==> config.mk <==
export PLATFORM = sky130hd
export DESIGN_NAME = lsu_mem_stage
export DESIGN_NICKNAME = d
export VERILOG_FILES = /design/src/rtl/lsu_mem_stage.sv
export SDC_FILE = /design/constraint.sdc
export NUM_CORES = 1
export LEC_CHECK = 0
export ABC_AREA = 1
export CAP_MARGIN = 20
export CORE_ASPECT_RATIO = 0.9
export CORE_MARGIN = 2
export CORE_UTILIZATION = 25
export CTS_CLUSTER_DIAMETER = 200
export DETAILED_ROUTE_END_ITERATION = 10
export PLACE_DENSITY = 0.5
export SETUP_SLACK_MARGIN = 0.15
export SYNTH_ARGS = -nofsm -noshare
export SYNTH_HDL_FRONTEND = slang
export SYNTH_SLANG_ARGS = --single-unit
==> constraint.sdc <==
create_clock -name clk -period 1.94 [get_ports clk]
set_input_delay 0.388 -clock clk [delete_from_list [all_inputs] [get_ports clk]]
set_output_delay 0.388 -clock clk [all_outputs]
set_load 0.03 [all_outputs]
==> src/rtl/lsu_mem_stage.sv <==
// Load/store memory stage: one valid/ack data-memory transaction per load/store, with lane alignment and extension.
// Optional misaligned-access trap is enabled by defining LSU_MISALIGN_TRAP_EN.
module lsu_mem_stage #(
  parameter int W       = 32,
  parameter int TIMEOUT = 255
) (
  input  logic         clk,
  input  logic         rst,
  input  logic         req_valid,
  input  logic         req_we,
  input  logic [1:0]   req_size,
  input  logic         req_unsigned,
  input  logic [W-1:0] req_addr,
  input  logic [W-1:0] req_wdata,
  output logic         busy,
  output logic         rsp_valid,
  output logic [W-1:0] rsp_rdata,
  output logic         misalign,
  output logic         err,
  output logic         mem_req,
  output logic         mem_we,
  output logic [W-1:0] mem_addr,
  output logic [3:0]   mem_wstrb,
  output logic [31:0]  mem_wdata,
  input  logic         mem_ack,
  input  logic [31:0]  mem_rdata
);

  typedef enum logic [1:0] {IDLE, REQ, RESP} state_t;

  localparam logic [7:0] CNT_LAST = 8'(TIMEOUT - 1);

  state_t      state;
  logic [7:0]  cnt;
  logic        we_q;
  logic        uns_q;
  logic [1:0]  size_q;
  logic [1:0]  alo_q;
  logic [3:0]  strb_d;
  logic [31:0] wdata_d;
  logic        mis_d;
  logic [7:0]  byte_sel;
  logic [15:0] half_sel;
  logic [31:0] load_d;

  assign busy = (state == REQ) || ((state == IDLE) && req_valid);

  always_comb begin
    strb_d  = 4'b0000;
    wdata_d = 32'h0;
    if (req_we) begin
      case (req_size)
        2'b00: begin
          strb_d  = 4'b0001 << req_addr[1:0];
          wdata_d = {4{req_wdata[7:0]}};
        end
        2'b01: begin
          strb_d  = 4'b0011 << {req_addr[1], 1'b0};
          wdata_d = {2{req_wdata[15:0]}};
        end
        default: begin
          strb_d  = 4'b1111;
          wdata_d = req_wdata[31:0];
        end
      endcase
    end
  end

  always_comb begin
`ifdef LSU_MISALIGN_TRAP_EN
    mis_d = ((req_size == 2'b01) && req_addr[0]) ||
            (req_size[1] && (req_addr[1:0] != 2'b00));
`else
    mis_d = 1'b0;
`endif
  end

  // Extraction uses the lane bits latched at request time, not the live address.
  always_comb begin
    byte_sel = 8'h0;
    case (alo_q)
      2'd0:    byte_sel = mem_rdata[7:0];
      2'd1:    byte_sel = mem_rdata[15:8];
      2'd2:    byte_sel = mem_rdata[23:16];
      default: byte_sel = mem_rdata[31:24];
    endcase
    half_sel = alo_q[1] ? mem_rdata[31:16] : mem_rdata[15:0];
    case (size_q)
      2'b00:   load_d = uns_q ? {24'h0, byte_sel} : {{24{byte_sel[7]}}, byte_sel};
      2'b01:   load_d = uns_q ? {16'h0, half_sel} : {{16{half_sel[15]}}, half_sel};
      default: load_d = mem_rdata;
    endcase
  end

  always_ff @(posedge clk) begin
    if (rst) begin
      state     <= IDLE;
      cnt       <= 8'd0;
      we_q      <= 1'b0;
      uns_q     <= 1'b0;
      size_q    <= 2'b00;
      alo_q     <= 2'b00;
      rsp_valid <= 1'b0;
      rsp_rdata <= '0;
      misalign  <= 1'b0;
      err       <= 1'b0;
      mem_req   <= 1'b0;
      mem_we    <= 1'b0;
      mem_addr  <= '0;
      mem_wstrb <= 4'b0000;
      mem_wdata <= 32'h0;
    end else begin
      rsp_valid <= 1'b0;
      case (state)
        IDLE: begin
          if (req_valid) begin
            we_q   <= req_we;
            uns_q  <= req_unsigned;
            size_q <= req_size;
            alo_q  <= req_addr[1:0];
            if (mis_d) begin
              state     <= RESP;
              rsp_valid <= 1'b1;
              misalign  <= 1'b1;
              rsp_rdata <= '0;
            end else begin
              state     <= REQ;
              cnt       <= 8'd0;
              mem_req   <= 1'b1;
              mem_we    <= req_we;
              mem_addr  <= {req_addr[W-1:2], 2'b00};
              mem_wstrb <= strb_d;
              mem_wdata <= wdata_d;
            end
          end
        end
        REQ: begin
          // An ack in the final counted cycle still wins over the timeout.
          if (mem_ack) begin
            state     <= RESP;
            mem_req   <= 1'b0;
            rsp_valid <= 1'b1;
            rsp_rdata <= we_q ? '0 : load_d;
          end else if (cnt == CNT_LAST) begin
            state     <= RESP;
            mem_req   <= 1'b0;
            rsp_valid <= 1'b1;
            err       <= 1'b1;
            rsp_rdata <= '0;
          end else begin
            cnt <= cnt + 8'd1;
          end
        end
        RESP: begin
          state     <= IDLE;
          err       <= 1'b0;
          misalign  <= 1'b0;
          rsp_rdata <= '0;
        end
        default: state <= IDLE;
      endcase
    end
  end

endmodule

==> results of run 1 <==
==> metal layers <==
metal / global-route usage [%] / up-vias / part of all wire [%]
met5: 0 / - / 0.057
met2: 24.20 / 201 / 41
met3: 7.657 / 18 / 11
met4: 5.500 / 2 / 1.5
met1: 21.85 / 2549 / 47
li1: - / 2920 / -
==> layout make-up <==
cell class              count  area, sq um
flip-flops and latches    117         2347
fillers                  2348        13140
repair buffers            234         2286
well taps                 291        364.1
clock buffers              19        452.9
inverters                  41        158.9
clock inverters            13        97.59
multi-input cells         571         2721
==> cell usage after synthesis (all sizes together) <==
master    n
nand2   188
nor2    145
dfxtp   117
a21oi   100
o21ai    74
inv      39
buf      25
clkbuf   25
nand3    23
o22ai     9
or2       7
ha        5
o211ai    5
nand4     3
clkinv    2
xnor2     2
xor2      2
a211oi    1
and2      1
conb      1
o21a      1
o21bai    1
o221ai    1
==> sequential cells by signal (all words and copies together), names as in the netlist <==
register and flops:
mem_wstrb 4, state 2, we_q 1, mem_req 1, rsp_valid 1, mem_wdata 32
rsp_rdata 32, mem_addr 30, alo_q 2, uns_q 1, size_q 2, cnt 8
err 1
==> critical path, cell delays in order (launching register included) <==
cell and delay (ns):
dfxtp_2 0.32, inv_2 0.10, ha_4 0.17, nand2_4 0.06
buf_12 0.13, nand2_4 0.06, buf_12 0.11
==> worst paths after layout <==
| check | start | to | depth (start not counted) |
|---|---|---|---|
| setup / recovery | state[1] | busy | 6 |
| hold / removal | mem_wstrb[0] | mem_wstrb[0] | 2 |
| setup reg to reg | state[1] | cnt[7] | 12 |
| hold reg to reg | mem_wstrb[0] | mem_wstrb[0] | 2 |
==> logic make-up after synthesis <==
logic type	count (synthesis)	share of synthesized area, %
and+or+nand+nor	367	28.08
buffers and inverters	91	8.131
AOI/OAI and AO/OA	192	19.06
DFF	117	42.88
xor gates and xnor gates	4	0.6414
other	1	0.06865
adders and majority gates	5	1.145
==> stage by stage <==
stage                     power [mW]  utilization (%)  setup WS, ns  std cells  hold slack (ns)
after floorplan                4.011                -        0.2095        779           0.4564
after global placement         4.912            36.58       0.05669       1249           0.4518
after detailed placement       4.909            36.58       0.05279       1249           0.4552
after CTS                      7.831            38.94       0.09254       1283           0.4609
after global routing           8.169            39.08        0.1043       1286           0.4694
final                          7.723            39.08        0.1759       1286           0.4593
==> report_power, final <==
| group | switching (mW) | internal (mW) | leakage, nW | total [mW] |
|---|---|---|---|---|
| sequential | 0.117 | 2.60 | 0.958 | 2.72 |
| combinational | 1.25 | 0.821 | 2.52 | 2.07 |
| clock | 1.22 | 1.71 | 0.275 | 2.94 |
| total | 2.59 | 5.14 | 3.76 | 7.72 |
==> repair_timing <==
action / CTS / global route
setup endpoints to repair: 102 / 3
resized for setup: 114 / 3
pin swaps: 2 / 1
cloned: 1 / 0
hold buffers: 0 / 0
setup buffers: 1 / 3
==> Flow_metrics.wiki, run 1 <==
{| class="wikitable"
! Metric !! Value
|-
| Most frequent standard cell in the layout excluding fill and tap cells || nand2_1
|-
| Number of different library cells in the post-synthesis netlist || 38
|-
| Maximum operating frequency || 566.9 MHz
|-
| Effective utilization at floorplan || about 25%
|-
| CP Data Required Time || about 1.6 ns
|-
| Global route total overflow || 0
|-
| Clock net sink count || between 100 and 150
|-
| Final number of max-transition violations || 0
|-
| # DRC || 0
|-
| Power Density || 916.3 mW/mm^2
|-
| TritonCTS clock tree || built
|-
| Detailed-route vias per instance || 4.425
|-
| Most frequent cells in the layout || nand2_1 (172), nor2_1 (142), dfxtp_1 (115)
|-
| Routed wire length || 19,170 microns
|-
| Minimum period implied by the final worst setup slack || 1.764 ns
|-
| Synth top area cells || dfxtp_1 (43%), nand2_1 (12%), nor2_1 (9.8%), a21oi_1 (8.2%), o21ai_0 (5.8%)
|-
| Final number of hold-violating endpoints || 0
|-
| Synth warnings || 0
|-
| Area of the mapped netlist || around 0.0055 sq mm
|-
| Vias in the first global route || 5,452
|-
| Pin count of the biggest net entering global routing || 79
|-
| Type of the worst setup path || register to primary output
|-
| Global-route wire length before repair || around 30,000 microns
|-
| Sequential area share after synthesis || 42.88%
|-
| Outcome || complete, no violations
|-
| Clock skew after layout || 0.01057 ns
|-
| Final Setup Violations || 0
|-
| Half-perimeter wire length after placement || 13,450 microns
|-
| Initial antenna violation count || 1
|-
| Final routed wire length divided by cell count || 14.91 microns
|-
| Layout net count || 1,091
|-
| Share of cells above drive strength 1 || 11.26%
|-
| Count of buffers inserted at the top-level ports || 206
|-
| Antenna diode count || 0
|-
| Reg clk slew, reported paths || 0.06 ns
|-
| Worst min path class || register to register
|-
| Number of standard cells after synthesis || slightly below 800
|-
| Crit path DAT || roughly 1.4 ns
|-
| Max-cap check violation count || 0
|-
| Reg-to-reg slack, setup || 0.33 ns
|-
| Critical path launch point type || register
|-
| Cell type contributing the most total cell area after synthesis || dfxtp_1
|-
| Via count || approximately 5,700
|-
| Portion of the clock cycle consumed by the worst path in the final layout || about nine tenths
|-
| Post-DRT Antenna Nets || 0
|-
| Die boundary width || ~160 microns
|-
| I/O pins || 210
|-
| Maximum fanout count along the critical path || 3
|-
| GPL Wtd Cong || 0.8263
|-
| Static Leak || 3.757 nW
|-
| Clock Tree Buf Depth || 2
|-
| Pre-antenna DRT Iters || 4
|-
| Source-to-sink clock delay at the later pin of the worst-skew pair || 0.42 ns
|-
| Final Cell Area || roughly 0.0084 sq mm
|-
| Portion of synthesized cell area occupied by the leading cell type || between 40% and 50%
|-
| Final TNS setup || 0 ns
|-
| Number of violations reported at the end of detailed-routing iteration 0 || 227
|-
| Register bit total from synthesis || 117
|-
| Standard-cell row count || 51
|-
| GRT Util Overall || 16.66%
|-
| Number of buffers inserted during clock tree synthesis || 17
|-
| Avg Synthesized Cell Area || between 7 and 8 sq um
|-
| Cell Area, Placed || slightly below 0.008 sq mm
|-
| Syn-to-layout area delta || 54.28%
|-
| Worst VDD drop || 0.0005232 V
|-
| Root Buffer || clkbuf_16
|-
| Placeable Area || 0.02157 sq mm
|-
| Total number of H-tree levels || 4
|-
| Element type at the critical path end || primary output
|-
| Die outline height || 144.2 microns
|-
| Setup repair after global routing missed its margin || true
|-
| Die Footprint || 0.02305 sq mm
|}
(Power assumes the default switching activity.)
==> inputs of run 2 (changes only) <==
Settings changed: SKIP_CTS_REPAIR_TIMING from default to 1, SLEW_MARGIN from default to 20.
==> run 2 against run 1 <==
Net effect: clock-buffer cell count did not move; non-clock buffer count fell by 1; first-iteration DRC count rose by 3.5%; total power rose by 1.1%; via count rose by 0.14%; register-to-register slack improved by 0.09 ns; global-route usage fell by 0.15 points; utilization rose by 1.7 points; clock power barely moved.
==> Flow_metrics.wiki, run 2 (synthesis gave the netlist of run 1 again) <==
{| class="wikitable"
! Metric !! Value
|-
| Outcome || complete, no violations
|-
| Placeable Area || 0.02157 sq mm (unchanged)
|-
| Kind of cell adding the most delay to the critical path || flip-flops
|-
| Standard-cell row count || 51 (unchanged)
|-
| Power Density || 886.8 mW/mm^2 (-3.2%)
|-
| Routed wire length || 19,220 microns (+0.26%)
|-
| Half-perimeter wire length after placement || 13,450 microns (unchanged)
|-
| Final number of hold-violating endpoints || 0 (unchanged)
|-
| Relative contribution of sequential cells to total power || 34.8% (-0.4 points)
|-
| Total number of H-tree levels || 4 (unchanged)
|-
| Effective utilization at floorplan || 25.33% (unchanged)
|-
| Source-to-sink clock delay at the later pin of the worst-skew pair || 0.42 ns (about the same)
|-
| Setup repair after global routing missed its margin || true
|-
| Registers with the most flip-flops || mem_wdata x32, rsp_rdata x32, mem_addr x30
|-
| Switching power total || 2.585 mW (about the same)
|-
| Element type at the critical path end || primary output
|-
| Syn-to-layout area delta || 61.13%
|-
| Type of the worst setup path || register to primary output
|-
| CP Data Required Time || 1.55 ns (about the same)
|-
| Reg clk slew, reported paths || 0.06 ns (about the same)
|-
| Static Leak || 5.030 nW (+34%)
|-
| Antenna diode count || 0 (unchanged)
|-
| Worst min path class || register to register
|-
| Initial antenna violation count || 1 (unchanged)
|-
| Via count || 5,698 (+0.14%)
|-
| Most frequent cells in the layout || nand2_1 (172), nor2_1 (142), dfxtp_1 (115)
|-
| Clock skew after layout || 0.01352 ns (+0.002954 ns)
|-
| Max-cap check violation count || 0 (unchanged)
|-
| Proportion of power drawn by combinational gates || 27.6% (+0.8 points)
|-
| Die boundary width || 159.8 microns (unchanged)
|-
| Final Setup Violations || 0 (unchanged)
|-
| Root Buffer || clkbuf_16
|-
| Die Footprint || 0.02305 sq mm (unchanged)
|-
| Crit path DAT || 1.40 ns (+0.02 ns)
|-
| Cell-internal power || 5.220 mW (+1.6%)
|-
| GPL Wtd Cong || 0.8263 (unchanged)
|-
| GRT Util Overall || 16.51% (-0.15 points)
|-
| Worst VDD drop || 0.0005160 V (-1.4%)
|-
| Final routed wire length divided by cell count || 14.96 microns (+0.34%)
|-
| Global route total overflow || 0 (unchanged)
|-
| Clock Tree Buf Depth || 2 (unchanged)
|-
| Layout net count || 1,090 (-0.092%)
|-
| Core occupancy in the finished layout || 40.81% (+1.7 points)
|-
| Maximum fanout count along the critical path || 4 (+1)
|-
| Post-DRT Antenna Nets || 0 (unchanged)
|-
| Number of violations reported at the end of detailed-routing iteration 0 || 235 (+3.5%)
|-
| Pre-antenna DRT Iters || 5 (+1)
|-
| Number of buffers and inverters on the critical path || 3 (unchanged)
|-
| Slowest stage cell on the critical path || dfxtp_4
|-
| Post-layout power || 7.805 mW (+1.1%)
|-
| Vias in the first global route || 5,446 (-0.11%)
|-
| # DRC || 0 (unchanged)
|-
| Detailed-route vias per instance || 4.434 (+0.22%)
|-
| Final number of max-transition violations || 0 (unchanged)
|-
| Critical path launch point type || register
|-
| Switching power share of the total || 33.12% (-0.38 points)
|-
| TritonCTS clock tree || built
|-
| Hold Slack || 0.4602 ns (+0.0009260 ns)
|-
| Most frequent standard cell in the layout excluding fill and tap cells || nand2_1
|-
| Number of buffers inserted during clock tree synthesis || 17 (unchanged)
|-
| Die outline height || 144.2 microns (unchanged)
|-
| Delay of the slowest cell on the worst path || 0.36 ns (+0.04 ns)
|-
| Maximum operating frequency || 559.3 MHz (-1.3%)
|-
| Global-route wire length before repair || 29,800 microns (-0.78%)
|-
| I/O pins || 210 (unchanged)
|-
| Count of buffers inserted at the top-level ports || 206 (unchanged)
|-
| List of cells traversed by the critical path || inv_2, ha_4, nand2_4, buf_12, nand2_4, buf_12
|-
| Minimum period implied by the final worst setup slack || 1.788 ns (+0.02389 ns)
|-
| Clock net sink count || 117 (unchanged)
|-
| Min setup slack post-route || 0.1520 ns (-0.02389 ns)
|-
| Fill cells || 2,288 (-2.6%)
|-
| Post-Place Setup Slack || 0.05279 ns (unchanged)
|-
| Pin count of the biggest net entering global routing || 79 (unchanged)
|-
| Clock network fraction of total power || 37.6% (-0.4 points)
|-
| Share of cells above drive strength 1 || 11.27% (+0.011 points)
|-
| Portion of the clock cycle consumed by the worst path in the final layout || 92.16% (+1.2 points)
|}
==> run 2: cell types whose count changed in the layout (fill, tap and decap cells not counted) <==
| cell | before | now |
|---|---|---|
| buf_4 | 18 | 17 |
| bufbuf_16 | 1 | 0 |
| clkbuf_16 | 17 | 18 |
| dlygate4sd2_1 | 101 | 0 |
| dlymetal6s2s_1 | 1 | 102 |
| inv_2 | 6 | 4 |
| inv_4 | 0 | 2 |
| nand3_1 | 18 | 17 |
| nand3_2 | 3 | 4 |
==> run 2: layer usage <==
layer	wire length (microns)	track usage (%)
met5	11	0
met3	1986	7.772
met1	8941	21.69
met2	7999	23.74
met4	280	5.500
==> run 2: worst register-to-register path: cells and delay by family, from the launching register on <==
kind,cells,cell delay [ns]
AND/OR/NAND/NOR,3,0.52
flip-flops,1,0.46
AO/OA/AOI/OAI,3,0.28
buffers and inverters,1,0.13
==> run 2: cell type report <==
type | count | area, sq um | share of cell area (%)
timing repair buffer | 233 | 2650 | 30.11
inverter | 41 | 163.9 | 1.862
multi-input combinational | 571 | 2726 | 30.97
clock inverter | 13 | 97.59 | 1.109
sequential | 117 | 2347 | 26.67
clock buffer | 19 | 452.9 | 5.146
tap | 291 | 364.1 | 4.136
==> run 2: metrics by stage <==
stage / instance area [sq um] / setup TNS, ns / cells
2_1_floorplan: 5470 / 0 / 779
3_3_place_gp: 7889 / 0 / 1249
3_5_place_dp: 7889 / 0 / 1249
4_1_cts: 8439 / -0.2534 / 1281
5_1_grt: 8802 / 0 / 1285
6_report: 8802 / 0 / 1285
==> run 2: power groups by stage <==
stage / clock (mW) / sequential, mW / combinational [mW]
2_1_floorplan: 0 / 3.09 / 0.924
5_1_grt: 3.16 / 2.74 / 2.36
3_5_place_dp: 0 / 2.77 / 2.14
3_3_place_gp: 0 / 2.77 / 2.14
6_report: 2.93 / 2.72 / 2.15
4_1_cts: 3.03 / 2.72 / 2.15
==> run 2: path summary, 6_finish.rpt <==
kind / startpoint / end / slack, ns / depth (start not counted)
worst min-delay path: rsp_rdata[24] / rsp_rdata[24] / 0.46 / 2
worst max-delay path: state[0] / busy / 0.15 / 6
worst max register to register: alo_q[1] / rsp_rdata[5] / 0.42 / 7
worst min register to register: rsp_rdata[24] / rsp_rdata[24] / 0.46 / 2
==> inputs of run 3 (changes only) <==
Settings changed: REMOVE_ABC_BUFFERS from default to 1.
==> run 3 against run 2 <==
Net effect: clock-buffer cell count is 5 higher; critical path type unchanged; wire length fell by 3.0%; total power grew 5.1%; global-route usage fell by 0.27 points; sequential cell count unchanged; critical endpoint unchanged.
==> Flow_metrics.wiki, run 3 (synthesis gave the netlist of run 1 again) <==
{| class="wikitable"
! Metric !! Value
|-
| Outcome || complete, no violations
|-
| Minimum period implied by the final worst setup slack || 1.835 ns (+0.04690 ns)
|-
| Proportion of power drawn by combinational gates || 25.2% (-2.4 points)
|-
| Final TNS setup || 0 ns (unchanged)
|-
| Portion of the clock cycle consumed by the worst path in the final layout || 94.58% (+2.4 points)
|-
| Effective utilization at floorplan || 25.33% (unchanged)
|-
| Cells after DPL || 1,255 (+0.48%)
|-
| Vias in the first global route || 5,468 (+0.40%)
|-
| Final Cell Area || 0.008821 sq mm (+0.21%)
|-
| Setup repair after global routing missed its margin || true
|-
| Critical path launch point type || register
|-
| GRT Util Overall || 16.24% (-0.27 points)
|-
| Power Density || 929.6 mW/mm^2 (+4.8%)
|-
| Switching power share of the total || 30.11% (-3.0 points)
|-
| Pin count of the biggest net entering global routing || 60 (-24%)
|-
| GPL Wtd Cong || 0.7869 (-4.8%)
|-
| Post-layout power || 8.200 mW (+5.1%)
|-
| Global route total overflow || 0 (unchanged)
|-
| Clock net sink count || 117 (unchanged)
|-
| Number of violations reported at the end of detailed-routing iteration 0 || 255 (+8.5%)
|-
| Clock Tree Buf Depth || 2 (unchanged)
|-
| Total number of H-tree levels || 4 (unchanged)
|-
| Die outline height || 144.2 microns (unchanged)
|-
| Max-cap check violation count || 0 (unchanged)
|-
| Share of cells above drive strength 1 || 10.64% (-0.63 points)
|-
| Switching power total || 2.469 mW (-4.5%)
|-
| Root Buffer || clkbuf_16
|-
| Final number of max-transition violations || 0 (unchanged)
|-
| Maximum operating frequency || 545.0 MHz (-2.6%)
|-
| Element type at the critical path end || primary output
|-
| Clock network fraction of total power || 41.8% (+4.2 points)
|-
| Number of cell instances on the worst register-to-register path || 7 (unchanged)
|-
| Cell Area, Placed || 0.007896 sq mm (about the same)
|-
| Type of the worst setup path || register to primary output
|-
| Routed wire length || 18,640 microns (-3.0%)
|-
| Die boundary width || 159.8 microns (unchanged)
|-
| Standard-cell row count || 51 (unchanged)
|-
| I/O pins || 210 (unchanged)
|-
| Hold Slack || 0.4605 ns (+0.0002720 ns)
|-
| Launch point of the worst hold path || mem_wdata[18]
|-
| Most frequent standard cell in the layout excluding fill and tap cells || nand2_1
|-
| Via count || 5,613 (-1.5%)
|-
| Filler-free cell count of the finished design || 1,287 (+0.16%)
|-
| Final number of hold-violating endpoints || 0 (unchanged)
|-
| Worst VDD drop || 0.0003582 V (-31%)
|-
| Crit path from || state[0]
|-
| Placeable Area || 0.02157 sq mm (unchanged)
|-
| Global-route wire length before repair || 29,510 microns (-0.97%)
|-
| Combined flip-flop and latch cell area || 0.002346 sq mm (about the same)
|-
| Pre-antenna DRT Iters || 6 (+1)
|-
| # DRC || 0 (unchanged)
|-
| Count of cells along the worst hold path || 2 (unchanged)
|-
| Syn-to-layout area delta || 61.48%
|-
| Relative contribution of sequential cells to total power || 33.1% (-1.7 points)
|-
| Final Setup Violations || 0 (unchanged)
|-
| Reg-to-reg critical path startpoint || alo_q[1]
|-
| Crit path DAT || 1.45 ns (+0.05 ns)
|-
| Core occupancy in the finished layout || 40.90% (+0.087 points)
|-
| Detailed-route vias per instance || 4.361 (-1.6%)
|-
| Post-DRT Antenna Nets || 0 (unchanged)
|-
| Area occupied by multi-input gates || 0.002709 sq mm (-0.64%)
|-
| Worst min path class || register to register
|-
| Half-perimeter wire length after placement || 13,120 microns (-2.5%)
|-
| TritonCTS clock tree || built
|-
| Die Footprint || 0.02305 sq mm (unchanged)
|-
| Reg clk slew, reported paths || 0.06 ns (about the same)
|-
| Final routed wire length divided by cell count || 14.48 microns (-3.2%)
|-
| Number of buffers inserted during clock tree synthesis || 17 (unchanged)
|-
| Maximum fanout count along the critical path || 5 (+1)
|-
| Cell-internal power || 5.731 mW (+9.8%)
|-
| CP Data Required Time || 1.55 ns (about the same)
|-
| Fill cells || 2,296 (+0.35%)
|-
| Min setup slack post-route || 0.1051 ns (-0.04690 ns)
|-
| Count of buffers inserted at the top-level ports || 206 (unchanged)
|-
| Static Leak || 5.036 nW (+0.11%)
|-
| Source-to-sink clock delay at the later pin of the worst-skew pair || 0.41 ns (about the same)
|-
| Registers with the most flip-flops || mem_wdata x32, rsp_rdata x32, mem_addr x30
|-
| Antenna diode count || 0 (unchanged)
|-
| Initial antenna violation count || 0 (-1)
|-
| Clock skew after layout || 0.008867 ns (-0.004657 ns)
|-
| Layout net count || 1,092 (+0.18%)
|-
| Most frequent cells in the layout || nand2_1 (173), nor2_1 (142), dfxtp_1 (116)
|-
| Post-Place Setup Slack || -0.05971 ns (-0.1125 ns)
|}
==> run 3: final cells by class <==
type | count | share of cell area [%]
Clock buffer | 24 | 5.574
Clock inverter | 8 | 1.645
Inverter | 41 | 1.801
Multi-Input combinational cell | 571 | 30.71
Sequential cell | 117 | 26.60
Tap cell | 291 | 4.128
Timing Repair Buffer | 235 | 29.55
==> run 3: worst max-delay path, cell delays in order, from the launching register on <==
cell and delay, ns:
dfxtp_4 0.35, inv_1 0.12, ha_4 0.16, nand2_2 0.05, buf_4 0.16, nand2_1 0.07
buf_6 0.13
==> run 3: final timing paths <==
path,end,slack (ns)
worst max-delay path,busy,0.11
worst min-delay path,mem_wdata[18],0.46
worst max register to register,rsp_rdata[4],0.37
worst min register to register,mem_wdata[18],0.46
==> run 3: power by group through the flow <==
| stage | registers, mW | clock network [mW] | logic, mW |
|---|---|---|---|
| after detailed placement | 2.77 | 0 | 2.10 |
| after CTS | 2.72 | 3.52 | 2.10 |
| after global routing | 2.74 | 3.64 | 2.27 |
| after global placement | 2.77 | 0 | 2.10 |
| final | 2.71 | 3.42 | 2.06 |
| after floorplan | 3.11 | 0 | 0.755 |
==> run 3: routing by layer <==
metal | global-route usage [%] | share of wire (%) | routed length [microns] | vias up
met3 | 5.535 | 7.0 | 1296 | 21
li1 | - | - | - | 2923
met2 | 26.02 | 45 | 8405 | 129
met1 | 20.61 | 47 | 8683 | 2540
met5 | 0 | 0 | 0 | -
met4 | 5.358 | 1.3 | 250 | 0
